===== config.mk =====
export PLATFORM = sky130hd
export DESIGN_NAME = screen_transition_detector_flat
export DESIGN_NICKNAME = d
export VERILOG_FILES = /design/src/rtl/screen_transition_detector_if.sv /design/src/rtl/screen_transition_detector.sv /design/src/flat_wrapper.sv
export SDC_FILE = /design/constraint.sdc
export NUM_CORES = 1
export LEC_CHECK = 0
export CAP_MARGIN = 10
export CELL_PAD_IN_SITES_DETAIL_PLACEMENT = 2
export CELL_PAD_IN_SITES_GLOBAL_PLACEMENT = 2
export CORE_MARGIN = 3
export CORE_UTILIZATION = 33
export CTS_BUF_LIST = sky130_fd_sc_hd__clkbuf_16
export CTS_CLUSTER_DIAMETER = 200
export CTS_CLUSTER_SIZE = 16
export DETAILED_ROUTE_END_ITERATION = 10
export MAX_ROUTING_LAYER = met4
export PLACE_DENSITY = 0.92
export SYNTH_ARGS = -nofsm -noshare
export SYNTH_HDL_FRONTEND = slang
export SYNTH_SLANG_ARGS = --single-unit

===== constraint.sdc =====
create_clock -name CLK -period 4.1 [get_ports CLK]
set_input_delay 0.41 -clock CLK [delete_from_list [all_inputs] [get_ports CLK]]
set_output_delay 0.41 -clock CLK [all_outputs]
set_load 0.05 [all_outputs]

===== src/rtl/screen_transition_detector_if.sv =====
// Sprite position / screen-crossing bus between the game logic and the
// screen transition detector.
interface screen_transition_detector_if;
  logic        frame_clk;
  logic [9:0]  ball_y;
  logic [9:0]  ball_size;
  logic [10:0] background_number;
  logic        ts_collide;
  logic        bs_collide;
  logic        y_reload;
  logic [9:0]  y_reload_value;
  logic        busy;

  // Game side: drives sprite state, receives crossing events
  modport master (
    output frame_clk, ball_y, ball_size, background_number,
    input  ts_collide, bs_collide, y_reload, y_reload_value, busy
  );

  // Detector side
  modport slave (
    input  frame_clk, ball_y, ball_size, background_number,
    output ts_collide, bs_collide, y_reload, y_reload_value, busy
  );
endinterface


===== src/rtl/screen_transition_detector.sv =====
// Detects the sprite leaving the playfield through the top or bottom edge
// once per frame, emits a one-cycle crossing pulse with the re-entry row,
// then holds off until the new screen has settled.
module screen_transition_detector #(
  parameter int unsigned SCREEN_TOP    = 0,
  parameter int unsigned SCREEN_BOTTOM = 479,
  parameter int unsigned ENTRY_MARGIN  = 8,
  parameter int unsigned SETTLE_FRAMES = 4
) (
  input logic                          CLK,
  input logic                          reset,
  screen_transition_detector_if.slave  bus
);

  localparam int unsigned YW = 10;
  localparam int unsigned HW = 11;
  localparam int unsigned SW = 12;
  localparam int unsigned CW = 4;

  localparam logic [HW-1:0] TOP_H       = HW'(SCREEN_TOP);
  localparam logic [HW-1:0] BOT_H       = HW'(SCREEN_BOTTOM);
  localparam logic [SW-1:0] TOP_S       = SW'(SCREEN_TOP);
  localparam logic [SW-1:0] BOT_S       = SW'(SCREEN_BOTTOM);
  localparam logic [SW-1:0] MARGIN_S    = SW'(ENTRY_MARGIN);
  localparam logic [CW-1:0] SETTLE_MAX  = CW'(SETTLE_FRAMES);
  localparam logic [CW-1:0] SETTLE_LAST = CW'(SETTLE_FRAMES - 1);

  typedef enum logic [1:0] {
    IDLE    = 2'd0,
    TOP_HIT = 2'd1,
    BOT_HIT = 2'd2,
    SETTLE  = 2'd3
  } state_t;

  state_t        state;
  logic          frame_q;
  logic [CW-1:0] settle_cnt;

  logic          frame_rise;
  logic [HW-1:0] y_h;
  logic [HW-1:0] size_h;
  logic          top_hit;
  logic          bot_hit;
  logic          active;
  logic          bs_allowed;
  logic [SW-1:0] size_s;
  logic [SW-1:0] reach;
  logic [SW-1:0] top_entry;
  logic [SW-1:0] bot_entry;

  assign frame_rise = bus.frame_clk & ~frame_q;

  // Hit zones in 11-bit arithmetic so the sums cannot wrap
  assign y_h     = {1'b0, bus.ball_y};
  assign size_h  = {1'b0, bus.ball_size};
  assign top_hit = (y_h <= (TOP_H + size_h));
  assign bot_hit = ((y_h + size_h) >= BOT_H);

  // Only the playable screens detect; Green1 has no screen below it
  assign active     = |bus.background_number[8:1];
  assign bs_allowed = active & ~bus.background_number[1];

  // Re-entry rows clamped to the visible range; both share one sum
  assign size_s    = SW'(bus.ball_size);
  assign reach     = TOP_S + size_s + MARGIN_S;
  assign top_entry = (reach >= BOT_S) ? TOP_S : (BOT_S - size_s - MARGIN_S);
  assign bot_entry = (reach > BOT_S)  ? BOT_S : reach;

  // Crossing FSM with registered pulse, reload and busy outputs
  always_ff @(posedge CLK or posedge reset) begin
    if (reset) begin
      state              <= IDLE;
      frame_q            <= 1'b0;
      settle_cnt         <= '0;
      bus.ts_collide     <= 1'b0;
      bus.bs_collide     <= 1'b0;
      bus.y_reload       <= 1'b0;
      bus.y_reload_value <= '0;
      bus.busy           <= 1'b0;
    end else begin
      frame_q        <= bus.frame_clk;
      bus.ts_collide <= 1'b0;
      bus.bs_collide <= 1'b0;
      bus.y_reload   <= 1'b0;
      case (state)
        IDLE: begin
          if (frame_rise) begin
            if (active && top_hit) begin
              state              <= TOP_HIT;
              bus.ts_collide     <= 1'b1;
              bus.y_reload       <= 1'b1;
              bus.y_reload_value <= YW'(top_entry);
              bus.busy           <= 1'b1;
            end else if (bs_allowed && bot_hit) begin
              state              <= BOT_HIT;
              bus.bs_collide     <= 1'b1;
              bus.y_reload       <= 1'b1;
              bus.y_reload_value <= YW'(bot_entry);
              bus.busy           <= 1'b1;
            end
          end
        end
        TOP_HIT, BOT_HIT: begin
          state      <= SETTLE;
          settle_cnt <= '0;
        end
        SETTLE: begin
          if (frame_rise) begin
            if ((settle_cnt >= SETTLE_LAST) && !top_hit && !bot_hit) begin
              state    <= IDLE;
              bus.busy <= 1'b0;
            end else if (settle_cnt < SETTLE_MAX) begin
              settle_cnt <= settle_cnt + CW'(1);
            end
          end
        end
        default: begin
          state    <= IDLE;
          bus.busy <= 1'b0;
        end
      endcase
    end
  end

endmodule


===== src/flat_wrapper.sv =====
// flat-port wrapper written by rule: the top's interface ports become plain ports
module screen_transition_detector_flat 
#(
  parameter int unsigned SCREEN_TOP    = 0,
  parameter int unsigned SCREEN_BOTTOM = 479,
  parameter int unsigned ENTRY_MARGIN  = 8,
  parameter int unsigned SETTLE_FRAMES = 4
)
  (CLK, reset, bus_frame_clk, bus_ball_y, bus_ball_size, bus_background_number, bus_ts_collide, bus_bs_collide, bus_y_reload, bus_y_reload_value, bus_busy);
  screen_transition_detector_if bus_i ();
  input logic CLK;
  input logic reset;
  input wire logic [$bits(bus_i.frame_clk)-1:0] bus_frame_clk;
  input wire logic [$bits(bus_i.ball_y)-1:0] bus_ball_y;
  input wire logic [$bits(bus_i.ball_size)-1:0] bus_ball_size;
  input wire logic [$bits(bus_i.background_number)-1:0] bus_background_number;
  output wire logic [$bits(bus_i.ts_collide)-1:0] bus_ts_collide;
  output wire logic [$bits(bus_i.bs_collide)-1:0] bus_bs_collide;
  output wire logic [$bits(bus_i.y_reload)-1:0] bus_y_reload;
  output wire logic [$bits(bus_i.y_reload_value)-1:0] bus_y_reload_value;
  output wire logic [$bits(bus_i.busy)-1:0] bus_busy;
  assign bus_i.frame_clk = bus_frame_clk;
  assign bus_i.ball_y = bus_ball_y;
  assign bus_i.ball_size = bus_ball_size;
  assign bus_i.background_number = bus_background_number;
  assign bus_ts_collide = bus_i.ts_collide;
  assign bus_bs_collide = bus_i.bs_collide;
  assign bus_y_reload = bus_i.y_reload;
  assign bus_y_reload_value = bus_i.y_reload_value;
  assign bus_busy = bus_i.busy;
  screen_transition_detector #(.SCREEN_TOP(SCREEN_TOP), .SCREEN_BOTTOM(SCREEN_BOTTOM), .ENTRY_MARGIN(ENTRY_MARGIN), .SETTLE_FRAMES(SETTLE_FRAMES)) u_core (.CLK(CLK), .reset(reset), .bus(bus_i));
endmodule

Word-level counts from Yosys, hierarchy flattened
Cells that the tools add are included.
Widths: inputs -> output; s select.
{"block": "totals", "register_bits": 21, "output_inout_bits": 14, "wordCells": 78, "in_bits": 34}
{"block": "classes", "mux": 30, "n_eq_ne": 9, "n_lt_le_gt_ge": 6, "n_bitwise": 4, "add_sub_neg": 5, "n_reduce_logical": 16}
{"cell": "$mux 10", "n": 4}
{"cell": "$ge 11x9->1 const B", "n": 2}
{"cell": "$mux 1", "n": 15}
{"cell": "$mux 4", "n": 3}
{"cell": "$add 10x10->11", "n": 1}
{"cell": "$add 10x4->11 const B", "n": 1}
{"cell": "$gt 11x9->1 const B", "n": 1}
{"cell": "$le 10x10->1", "n": 1}
{"cell": "$mux 2", "n": 5}
{"cell": "$sub 10x4->10 const B", "n": 1}
{"cell": "$sub 9x10->10 const A", "n": 1}
{"cell": "$ne 2x1->1 const B", "n": 4}
{"cell": "$pmux 4 s2", "n": 1}
{"cell": "$reduce_and 4->1", "n": 2}
{"cell": "$reduce_or 8->1", "n": 1}
{"cell": "$pmux 2 s3", "n": 1}
{"cell": "$reduce_bool 2->1", "n": 3}
{"cell": "$reduce_and 5->1", "n": 1}
{"cell": "$add 4x1->4 const B", "n": 1}
{"cell": "$eq 2x2->1 const B", "n": 2}
{"cell": "$ge 4x2->1 const B", "n": 1}
{"cell": "$logic_and 1x1->1", "n": 4}
{"cell": "$lt 4x3->1 const B", "n": 1}
{"cell": "$ne 3x1->1 const B", "n": 1}
{"cell": "other kinds (9)", "n": 12}

Depth between registers and ports, before layout
Gate-level depths: netlist (run 1).
{"block": "logic_depth", "ltp_word": 7, "mapped_depth": 12, "ltp_nobuf": 11}

Worst setup path before layout (run 1)
Ideal clock, no wire load.
{"block": "synth_timing", "path_type": "input port to flip-flop", "startpoint": "input bus_ball_size[0]", "endpoint": "register u_core.bus.y_reload_value[3]", "setup_ps": 125, "path_slack_ps": 1157, "t_arrival_ps": 2818, "path_buffers": 1, "t_required_ps": 3975, "cell_stages": 12, "cell_sequence": "ha_1 inv_1 fa_1 xnor2_1 or3_1 nor3_1 a31o_2 o2111ai_1 o21a_1 nor3_4 buf_6 mux2_2"}
{"block": "synth_between", "elab_chain_cells": 5, "elab_cells_between_ends": 16, "cone_classes": "4 x add/sub; 4 x order compare; 4 x mux; 4 x reduce/logical"}
{"element": "start: declaration", "line": "flat_wrapper.sv:15", "rtl": "input wire logic [$bits(bus_i.ball_size)-1:0] bus_ball_size;"}
{"element": "$add 10x4->11 or $add 10x10->11 (tied branches)", "line": "screen_transition_detector.sv:65, screen_transition_detector.sv:57"}
{"element": "$gt 11x9->1 or $ge 11x9->1 (tied branches)", "line": "screen_transition_detector.sv:67, screen_transition_detector.sv:57"}
{"element": "$mux 10 or $logic_and 1x1->1 (tied branches)", "line": "screen_transition_detector.sv:67, screen_transition_detector.sv:94"}
{"element": "$mux 10 or $reduce_bool 2->1 (tied branches)"}
{"element": "$mux 10 or $reduce_and 3->1 (tied branches)"}
{"element": "end signal: assignment", "line": "screen_transition_detector.sv:92", "rtl": "bus.y_reload_value <= YW'(top_entry);"}
{"element": "end signal: assignment", "line": "screen_transition_detector.sv:98", "rtl": "bus.y_reload_value <= YW'(bot_entry);"}
{"element": "end: declaration", "line": "screen_transition_detector_if.sv:23", "rtl": "output ts_collide, bs_collide, y_reload, y_reload_value, busy"}
Parallel ways exist; a longest one is shown, timed or not. The select of a mux whose other input is x is not followed.
A chain may end at the register's enable or synchronous reset.

Worst setup path in the final report (run 1)
{"block": "layout_timing", "startpoint": "input bus_ball_size[1]", "endpoint": "register u_core.bus.y_reload_value[8]"}
Same word-level chain as after synthesis.

==> summary.txt, run 1 <==
top routing layer in use -> met4
ys async rst share -> 100%
crit path cell chain -> clkdlybuf4s50_1 -> inv_1 -> ha_1 -> nor3b_1 -> nor3_1 -> o31a_1 -> xor2_1 -> o2111ai_1 -> o21a_1 -> nor3_4 -> mux2_2
DR pass1 iterations -> 4
Syn Area/Cell -> 8.64 sq um
setup bufs post-CTS -> 0
hold path start -> u_core.bus.y_reload_value[4]$_DFFE_PP0P_
largest net degree at the start of global routing -> 22
Post-Syn Instances -> 250
htree depth -> 1
gr usage total -> 20.1%
HPWL Detailed -> 5720 microns
Worst Reg2Reg Path Length in Cells -> 7
gp weighted congestion -> 0.841
Logic pwr share -> 57.7%
Final nets -> 358
RR Endpoint -> u_core.state[1]$_DFFE_PP0P_
met3 WL -> 275 microns
Critical Path RT -> 4.24 ns
period utilisation layout -> 90.4%
worst hold path type -> reg2reg
Worst-path clk slew -> 0.06 ns
chip height -> 86.9 microns
Synth Register Bits -> 21
Routed WL -> 6990 microns
Internal -> 680 uW
port bufs -> 44
clk_skew -> 0.00252 ns
met2 routed WL -> 3620 microns
worst-path fanout max -> 9
cts bufs inserted -> 3
via/cell ratio -> 5.59
Rows -> 28
post-synth net total -> 311
Ant. Diodes -> 0
status -> finished, final reports clean
clock root buffer -> clkbuf_16
EDFF count, synth -> 0
CP arrival -> 3.84 ns
post-route minimum period -> 3.71 ns
ys flop type -> dfrtp_1
die width -> 86.9 microns
leakage power -> 1.16 nW
Distinct cells, synth -> 57
number of global-route vias before repair -> 2,280
first-pass GRT wire length -> 11,600 microns
Seq pwr share -> 25.6%
Remaining DRCs -> 0
Clock Power Share -> 16.7%
CTS sink count -> 21
Worst setup EP type -> register
most frequent cells in the layout -> 44 x clkdlybuf4s50_1, 26 x ha_1, 25 x inv_1
yosys warns -> 0
Initial Utilization -> 35.2%
final setup margin -> 0.394 ns
Setup TNS Final -> 0 ns
Area Overhead vs Synth -> 27.5%
Net Sw Frac -> 45.5%
max_cap viols -> 0
synthesized cell area -> 2160 sq um
Critical Path Slowest Stage Cell -> nor3_1
worst r2r src -> u_core.state[0]$_DFFE_PP0P_
routed vias -> 2,073
Worst Path Buf+Inv -> 2
Seq/Total Area, Yosys -> 24.3%
Die ar. -> 7560 sq um
Core Box Area -> 6130 sq um
Tot Pwr -> 1.25 mW
io pins -> 48
pre-CTS WS -> 0.105 ns
met1 wire length -> 3030 microns
power density over the cells -> 452 nW/um^2
Switching Power -> 567 uW
fin. max-slew vios -> 0
Routed WL per cell -> 18.9 microns
commonest non-fill, non-tap cell in the layout -> clkdlybuf4s50_1
Worst R2R Setup Slack -> 2.05 ns
antenna violations before repair -> 0
share of cells above drive strength 1 -> 7.77%
CTS tree -> done
Slew Limit Headroom -> 40.9%
remaining global-route overflow -> 0
Top Family by Delay on Critical Path -> simple AND/OR/NAND/NOR gates
RSZ-0062 raised after global routing -> false
peak per-stage delay on the critical path -> 0.57 ns
CTS max path bufs -> 2
FMAX -> 270 MHz
# setup viols final -> 0
Max rail drop VDD -> 0.370 mV
Starting DRT DRC Count -> 72
endpoints failing hold -> 0
quantity of hold-fixing buffers added after cts -> 0
WHS Endpoint -> u_core.bus.y_reload_value[4]$_DFFE_PP0P_
cts repair resizes -> 0
Hold Path Stages -> 1
CP Launch Type -> input pin
CP Class -> in2reg
actual slew at the worst max-slew pin -> 0.885 ns
worst-skew pair later-pin latency -> 0.25 ns
Detail Route Antenna Nets -> 0
[power by group through the flow]
stage                     clock network [mW]  registers [mW]  logic [mW]
after CTS                              0.212           0.321       0.727
after global routing                   0.222           0.331       0.782
after detailed placement                   0           0.321       0.716
after global placement                     0           0.317       0.679
final                                  0.208           0.320       0.719
after floorplan                            0           0.498       0.292
[state kept, by name (all words and copies together), names as in the netlist]
name	flops
u_core.bus.bs_collide	1
u_core.bus.busy	1
u_core.frame_q	1
u_core.bus.y_reload_value	10
u_core.bus.y_reload	1
u_core.settle_cnt	4
u_core.bus.ts_collide	1
u_core.state	2
[worst max path at each step]
stage	start	end	slack (ns)	depth (start not counted)
final	bus_ball_size[1]	u_core.bus.y_reload_value[8]$_DFFE_PP0P_	0.39	11
after floorplan	bus_ball_size[0]	u_core.bus.y_reload_value[3]$_DFFE_PP0P_	1.16	12
after CTS	bus_ball_size[0]	u_core.bus.y_reload_value[0]$_DFFE_PP0P_	0.35	13
after global placement	bus_ball_size[0]	u_core.bus.y_reload_value[3]$_DFFE_PP0P_	0.25	12
after global routing	bus_ball_size[2]	u_core.bus.y_reload_value[0]$_DFFE_PP0P_	0.13	12
after detailed placement	bus_ball_size[0]	u_core.bus.y_reload_value[0]$_DFFE_PP0P_	0.10	13
[metal layers]
metal / vias up / track usage, %
met3: 6 / 3.41
li1: 999 / -
met1: 1021 / 24.8
met5: - / -
met4: 0 / 3.26
met2: 47 / 35.1
[area by class of cell]
class,instances,area [sq um]
inverter,24,90.1
fill,718,3380
multi-input combinational,199,1500
clock buffer,3,75.1
clock inverter,1,3.75
timing repair buffer,48,470
tap,75,93.8
sequential,21,526
[Yosys cell counts (2+ instances only)]
cell      count  area share [%]
ha_1         26              15
inv_1        24             4.2
dfrtp_1      21              24
nor2_1       18             3.1
nand2_1      17             3.0
o21ai_0      16             3.7
a21oi_1      15             3.5
mux2i_1       8             3.7
xnor2_1       7             2.8
nand3_1       6             1.4
nor3_1        6             1.4
mux2_2        5             2.6
or3_1         5             1.4
a211oi_1      4             1.4
a31oi_1       3            0.87
and2_1        3            0.87
buf_6         3             1.6
nand2b_1      3            0.87
nor2b_1       3            0.87
nor3b_1       3             1.0
o21a_1        3             1.0
or4_1         3             1.0
xor2_1        3             1.2
clkbuf_1      2            0.35
mux2_1        2             1.0
nand3b_1      2            0.69
nand4_1       2            0.58
nor4_1        2            0.58
o211ai_1      2            0.69
o21ai_1       2            0.46
o22ai_1       2            0.58
o31a_1        2            0.81
o31ai_1       2            0.69
or2_1         2            0.58
[per-stage QoR]
step	hold slack, ns	util (%)	area, sq um	std cells
3_5_place_dp	0.484	43.7	2680	367
2_1_floorplan	0.387	-	2160	250
6_report	0.493	44.9	2760	371
3_3_place_gp	0.470	43.7	2680	367
4_1_cts	0.498	44.9	2760	371
5_1_grt	0.528	44.9	2760	371
[cells by family after synthesis]
logic type,Yosys count,share of synthesized area (%)
adders and majority gates,27,16.0
muxes,16,8.05
xor gates and xnor gates,10,4.05
buffers and inverters,30,6.43
AOI/OAI and AO/OA,67,21.6
and+or+nand+nor,79,19.6
DFF,21,24.3
No activity file was read; power rests on OpenSTA's default activity.
==> run 2: changes to the inputs <==
--- a/config.mk
+++ b/config.mk
@@ -5,7 +5,7 @@
 export SDC_FILE = /design/constraint.sdc
 export NUM_CORES = 1
 export LEC_CHECK = 0
-export CAP_MARGIN = 10
+export CAP_MARGIN = 15
 export CELL_PAD_IN_SITES_DETAIL_PLACEMENT = 2
 export CELL_PAD_IN_SITES_GLOBAL_PLACEMENT = 2
 export CORE_MARGIN = 3
@@ -15,7 +15,7 @@
 export CTS_CLUSTER_SIZE = 16
 export DETAILED_ROUTE_END_ITERATION = 10
 export MAX_ROUTING_LAYER = met4
-export PLACE_DENSITY = 0.92
+export PLACE_DENSITY = 0.85
 export SYNTH_ARGS = -nofsm -noshare
 export SYNTH_HDL_FRONTEND = slang
 export SYNTH_SLANG_ARGS = --single-unit
==> run 2 against run 1 <==
Sequential share of layout area is essentially flat; critical endpoint is now u_core.bus.y_reload_value[9]$_DFFE_PP0P_; combinational power down 0.8%; final area rose by 0.14%; first-iteration DRC count down 35%; global-route usage is 0.67 points lower; critical path depth up 1; clock skew up 0.00056 ns.
==> summary.txt, run 2 (synthesis gave the netlist of run 1 again) <==
htree depth -> 1 (unchanged)
Slew Limit Headroom -> 44.6% (+3.7 points)
leakage power -> 1.16 nW (-0.44%)
setup bufs post-CTS -> 0 (unchanged)
port bufs -> 44 (unchanged)
Rows -> 28 (unchanged)
worst hold path type -> reg2reg
non-filler cells, final -> 371 (unchanged)
CP Launch Point -> bus_ball_size[0]
max FFs per register -> 10 (unchanged)
CP Class -> in2reg
# setup viols final -> 0 (unchanged)
crit path to -> u_core.bus.y_reload_value[9]$_DFFE_PP0P_
Worst Reg2Reg Path Length in Cells -> 7 (unchanged)
post-route minimum period -> 3.71 ns (+0.00899 ns)
worst-path fanout max -> 9 (unchanged)
Starting DRT DRC Count -> 47 (-35%)
period utilisation layout -> 90.6% (+0.22 points)
cts bufs inserted -> 3 (unchanged)
CTS max path bufs -> 2 (unchanged)
Setup TNS Final -> 0 ns (unchanged)
Critical Path Slowest Stage Cell -> clkdlybuf4s50_1
final setup margin -> 0.385 ns (-0.00899 ns)
antenna violations before repair -> 0 (unchanged)
Initial Utilization -> 35.2% (unchanged)
io pins -> 48 (unchanged)
largest net degree at the start of global routing -> 22 (unchanged)
actual slew at the worst max-slew pin -> 0.830 ns (-0.0559 ns)
peak per-stage delay on the critical path -> 0.55 ns (-0.02 ns)
endpoints failing hold -> 0 (unchanged)
clock root buffer -> clkbuf_16
chip height -> 86.9 microns (unchanged)
worst r2r src -> u_core.state[0]$_DFFE_PP0P_
crit path cell chain -> clkdlybuf4s50_1 -> ha_1 -> inv_1 -> fa_1 -> xnor2_1 -> or3_1 -> nor3_1 -> a31o_2 -> o2111ai_1 -> o21a_1 -> nor3_4 -> mux2_2
gr usage total -> 19.5% (-0.67 points)
most frequent cells in the layout -> 44 x clkdlybuf4s50_1, 26 x ha_1, 24 x inv_1
power density over the cells -> 453 nW/um^2 (about the same)
Ant. Diodes -> 0 (unchanged)
gp weighted congestion -> 0.798 (-5.0%)
FMAX -> 269 MHz (-0.24%)
max_cap viols -> 0 (unchanged)
remaining global-route overflow -> 0 (unchanged)
CTS sink count -> 21 (unchanged)
Worst R2R Setup Slack -> 2.05 ns (about the same)
fin. max-slew vios -> 0 (unchanged)
commonest non-fill, non-tap cell in the layout -> clkdlybuf4s50_1
pre-CTS WS -> 0.135 ns (+0.0300 ns)
RR Endpoint -> u_core.state[0]$_DFFE_PP0P_
die width -> 86.9 microns (unchanged)
number of global-route vias before repair -> 2,233 (-2.1%)
status -> finished, final reports clean
largest registers -> u_core.bus.y_reload_value: 10 flops, u_core.settle_cnt: 4 flops, u_core.state: 2 flops
HPWL Detailed -> 5560 microns (-2.9%)
Max rail drop VDD -> 0.445 mV (+20%)
Core Box Area -> 6130 sq um (unchanged)
routed vias -> 2,060 (-0.63%)
clk_skew -> 0.00308 ns (+0.000564 ns)
CP arrival -> 3.85 ns (about the same)
quantity of hold-fixing buffers added after cts -> 0 (unchanged)
Final nets -> 358 (unchanged)
via/cell ratio -> 5.55 (-0.63%)
cts repair resizes -> 0 (unchanged)
Fin Hold WS -> 0.500 ns (+0.00768 ns)
Routed WL per cell -> 18.5 microns (-1.6%)
Remaining DRCs -> 0 (unchanged)
share of cells above drive strength 1 -> 8.11% (+0.34 points)
DR pass1 iterations -> 4 (unchanged)
first-pass GRT wire length -> 11,200 microns (-3.3%)
Detail Route Antenna Nets -> 0 (unchanged)
CP Launch Type -> input pin
Reg with most FFs -> u_core.bus.y_reload_value
Final Core Density -> 45.0% (+0.061 points)
worst-skew pair later-pin latency -> 0.25 ns (about the same)
Area Overhead vs Synth -> 27.7%
CTS tree -> done
Worst-path clk slew -> 0.06 ns (about the same)
Placed Cells -> 367 (unchanged)
Worst setup EP type -> register
Critical Path RT -> 4.24 ns (about the same)
RSZ-0062 raised after global routing -> false
Die ar. -> 7560 sq um (unchanged)
Routed WL -> 6880 microns (-1.6%)
## run 2: cell types whose count changed in the layout (fill, tap and decap cells not counted), sizes merged
cell      delta
clkinvlp     +1
inv          -1
## run 2: how the worst min path moves through the flow
| stage | depth (start not counted) | slack, ns | from | to |
|---|---|---|---|---|
| after global routing | 1 | 0.52 | u_core.settle_cnt[0]$_DFFE_PP0P_ | u_core.settle_cnt[0]$_DFFE_PP0P_ |
| final | 1 | 0.50 | u_core.settle_cnt[0]$_DFFE_PP0P_ | u_core.settle_cnt[0]$_DFFE_PP0P_ |
| after detailed placement | 1 | 0.49 | u_core.settle_cnt[0]$_DFFE_PP0P_ | u_core.settle_cnt[0]$_DFFE_PP0P_ |
| after floorplan | 1 | 0.39 | reset | u_core.bus.bs_collide$_DFF_PP0_ |
| after global placement | 1 | 0.47 | u_core.bus.y_reload_value[5]$_DFFE_PP0P_ | u_core.bus.y_reload_value[5]$_DFFE_PP0P_ |
| after CTS | 1 | 0.50 | u_core.settle_cnt[0]$_DFFE_PP0P_ | u_core.settle_cnt[0]$_DFFE_PP0P_ |
## run 2: cell type report
type                       instances  area [sq um]
clock buffer                       3          75.1
sequential                        21           526
multi-input combinational        199          1500
tap                               75          93.8
clock inverter                     1          7.51
fill                             694          3370
inverter                          24          90.1
timing repair buffer              48           470
## run 2: routing by layer
layer  vias up  global-route usage (%)  routed length [microns]
li1        997                       -                        -
met1      1020                    23.8                     3170
met2        39                    34.4                     3400
met3         4                    2.74                      263
met4         0                    3.26                       48
met5         -                       -                        0
## run 2: power breakdown
group          switching (mW)  internal, mW  total (mW)
Sequential             0.0444         0.278       0.323
Combinational           0.443         0.271       0.713
Clock                  0.0804         0.132       0.212
Total                   0.567         0.681        1.25
## run 2: metrics by stage
stage / power (mW) / instance area (sq um)
final: 1.25 / 2760
after global routing: 1.33 / 2760
after CTS: 1.26 / 2760
after detailed placement: 1.03 / 2680
after global placement: 0.999 / 2680
after floorplan: 0.791 / 2160
## run 2: worst max-delay path: cells and delay by family
| family | cells | cell delay, ns |
|---|---|---|
| buf+inv | 2 | 0.61 |
| compound gates | 3 | 0.67 |
| xor+xnor | 1 | 0.14 |
| fa+ha+maj | 2 | 0.59 |
| simple gates | 3 | 1.00 |
| mux | 1 | 0.42 |
==> run 3: changes to the inputs <==
--- a/config.mk
+++ b/config.mk
@@ -14,8 +14,9 @@
 export CTS_CLUSTER_DIAMETER = 200
 export CTS_CLUSTER_SIZE = 16
 export DETAILED_ROUTE_END_ITERATION = 10
+export GPL_TIMING_DRIVEN = 0
 export MAX_ROUTING_LAYER = met4
-export PLACE_DENSITY = 0.85
+export PLACE_DENSITY = 0.92
 export SYNTH_ARGS = -nofsm -noshare
 export SYNTH_HDL_FRONTEND = slang
 export SYNTH_SLANG_ARGS = --single-unit
==> run 3 against run 2 <==
Final area is 0.54% higher; fmax is 2.1% higher; first-iteration DRC count is 15% higher; via count is 1.5% higher; sequential power hardly changed; combinational power is 0.6% higher; global-route usage is 0.82 points higher; register-to-register slack worse by 0.02 ns; power is 0.61% lower; clock skew is 0.00067 ns lower; die area stayed put; worst hold slack better by 0.0018 ns; critical path type unchanged.
==> summary.txt, run 3 (synthesis gave the netlist of run 1 again) <==
status -> finished, final reports clean
post-route minimum period -> 3.64 ns (-0.0781 ns)
Routed WL per cell -> 18.8 microns (+1.3%)
Detail Route Antenna Nets -> 0 (unchanged)
routed vias -> 2,091 (+1.5%)
Worst Reg2Reg Path Length in Cells -> 7 (unchanged)
worst hold path type -> reg2reg
Critical Path RT -> 4.24 ns (about the same)
endpoints failing hold -> 0 (unchanged)
CP Class -> in2reg
Slew Limit Headroom -> 44.6% (-0.077 points)
Setup TNS Final -> 0 ns (unchanged)
worst-skew pair later-pin latency -> 0.25 ns (about the same)
CTS sink count -> 21 (unchanged)
via/cell ratio -> 5.61 (+0.96%)
Rows -> 28 (unchanged)
clock root buffer -> clkbuf_16
Tot Pwr -> 1.24 mW (-0.61%)
Die ar. -> 7560 sq um (unchanged)
final setup margin -> 0.464 ns (+0.0781 ns)
io pins -> 48 (unchanged)
Remaining DRCs -> 0 (unchanged)
cts repair resizes -> 0 (unchanged)
Hold Path Stages -> 1 (unchanged)
share of cells above drive strength 1 -> 7.72% (-0.39 points)
# setup viols final -> 0 (unchanged)
Core Box Area -> 6130 sq um (unchanged)
clk_skew -> 0.00242 ns (-0.000667 ns)
WHS Endpoint -> u_core.bus.y_reload_value[4]$_DFFE_PP0P_
cts bufs inserted -> 3 (unchanged)
hold path start -> u_core.bus.y_reload_value[4]$_DFFE_PP0P_
Worst-path clk slew -> 0.06 ns (about the same)
Final nets -> 360 (+0.56%)
RSZ-0062 raised after global routing -> false
first-pass GRT wire length -> 11,800 microns (+5.0%)
max FFs per register -> 10 (unchanged)
Starting DRT DRC Count -> 54 (+15%)
Area Overhead vs Synth -> 28.4%
htree depth -> 1 (unchanged)
FMAX -> 275 MHz (+2.1%)
HPWL Detailed -> 5690 microns (+2.5%)
setup bufs post-CTS -> 0 (unchanged)
Fin Hold WS -> 0.502 ns (+0.00175 ns)
CP Launch Type -> input pin
largest net degree at the start of global routing -> 22 (unchanged)
worst r2r src -> u_core.state[0]$_DFFE_PP0P_
leakage power -> 1.17 nW (+0.96%)
largest registers -> u_core.bus.y_reload_value: 10 flops, u_core.settle_cnt: 4 flops, u_core.state: 2 flops
gr usage total -> 20.3% (+0.82 points)
Reg with most FFs -> u_core.bus.y_reload_value
most frequent cells in the layout -> 44 x clkdlybuf4s50_1, 26 x ha_1, 25 x inv_1
pre-CTS WS -> 0.218 ns (+0.0834 ns)
Routed WL -> 7010 microns (+1.9%)
Final Core Density -> 45.2% (+0.24 points)
remaining global-route overflow -> 0 (unchanged)
DR pass1 iterations -> 4 (unchanged)
Worst setup EP type -> register
fin. max-slew vios -> 0 (unchanged)
quantity of hold-fixing buffers added after cts -> 0 (unchanged)
gp weighted congestion -> 0.871 (+9.1%)
Ant. Diodes -> 0 (unchanged)
worst-path fanout max -> 10 (+1)
Worst R2R Setup Slack -> 2.03 ns (-0.02 ns)
Max rail drop VDD -> 0.372 mV (-16%)
RR Endpoint -> u_core.state[1]$_DFFE_PP0P_
CP arrival -> 3.77 ns (-0.08 ns)
number of global-route vias before repair -> 2,352 (+5.3%)
power density over the cells -> 447 nW/um^2 (-1.1%)
port bufs -> 44 (unchanged)
max_cap viols -> 0 (unchanged)
actual slew at the worst max-slew pin -> 0.831 ns (+0.00115 ns)
CTS max path bufs -> 2 (unchanged)
chip height -> 86.9 microns (unchanged)
commonest non-fill, non-tap cell in the layout -> clkdlybuf4s50_1
antenna violations before repair -> 0 (unchanged)
die width -> 86.9 microns (unchanged)
CTS tree -> done
period utilisation layout -> 88.7% (-1.9 points)
Initial Utilization -> 35.2% (unchanged)
==> run 3: cell count changes in the layout (fill, tap and decap cells not counted) <==
cell / delta
buf_6: +3
clkbuf_1: +2
clkinvlp_4: -1
buf_4: -3
inv_1: +1
==> run 3: worst max-delay path, stage by stage <==
cell and delay [ns]:
clkdlybuf4s50_1 0.57, buf_6 0.17, inv_1 0.09, ha_1 0.40, a21oi_1 0.21, o21ai_0 0.13
or2_1 0.25, o22ai_1 0.42, clkbuf_1 0.41, nor2_1 0.11, a311oi_2 0.24, nand2_1 0.09
mux2_2 0.27
==> run 3: power by group <==
part	leakage, nW	internal [mW]	switching, mW
sequential	0.267	0.278	0.0413
clock	0.0423	0.130	0.0746
combinational	0.861	0.272	0.445
==> run 3: area by class of cell <==
class	count	area, sq um
Clock buffer	3	75.1
Inverter	24	90.1
Multi-Input combinational cell	199	1500
Tap cell	75	93.8
Clock inverter	1	3.75
Timing Repair Buffer	44	440
Sequential cell	21	526
Buffer	6	48.8
Fill cell	688	3360
==> run 3: worst max path at each step <==
stage	start	to	slack (ns)
CTS	bus_ball_size[6]	u_core.bus.y_reload_value[6]$_DFFE_PP0P_	0.47
global route	bus_ball_size[4]	u_core.bus.y_reload_value[6]$_DFFE_PP0P_	0.20
detailed placement	bus_ball_size[0]	u_core.bus.y_reload_value[6]$_DFFE_PP0P_	0.22
global placement	bus_ball_size[0]	u_core.bus.y_reload_value[3]$_DFFE_PP0P_	0.31
floorplan	bus_ball_size[0]	u_core.bus.y_reload_value[3]$_DFFE_PP0P_	1.16
finish	bus_ball_size[6]	u_core.bus.y_reload_value[6]$_DFFE_PP0P_	0.46
==> run 3: stage by stage <==
| step | cell area (sq um) | cells |
|---|---|---|
| 2_1_floorplan | 2160 | 250 |
| 3_3_place_gp | 2700 | 369 |
| 3_5_place_dp | 2700 | 369 |
| 4_1_cts | 2770 | 373 |
| 5_1_grt | 2770 | 373 |
| 6_report | 2770 | 373 |
==> run 3: routing by layer <==
metal	GRT usage [%]	vias up	share of wire [%]
met5	-	-	0
met4	2.55	0	0.84
met3	3.50	4	4.1
met2	37.1	47	52
met1	23.7	1038	43
li1	-	1002	-
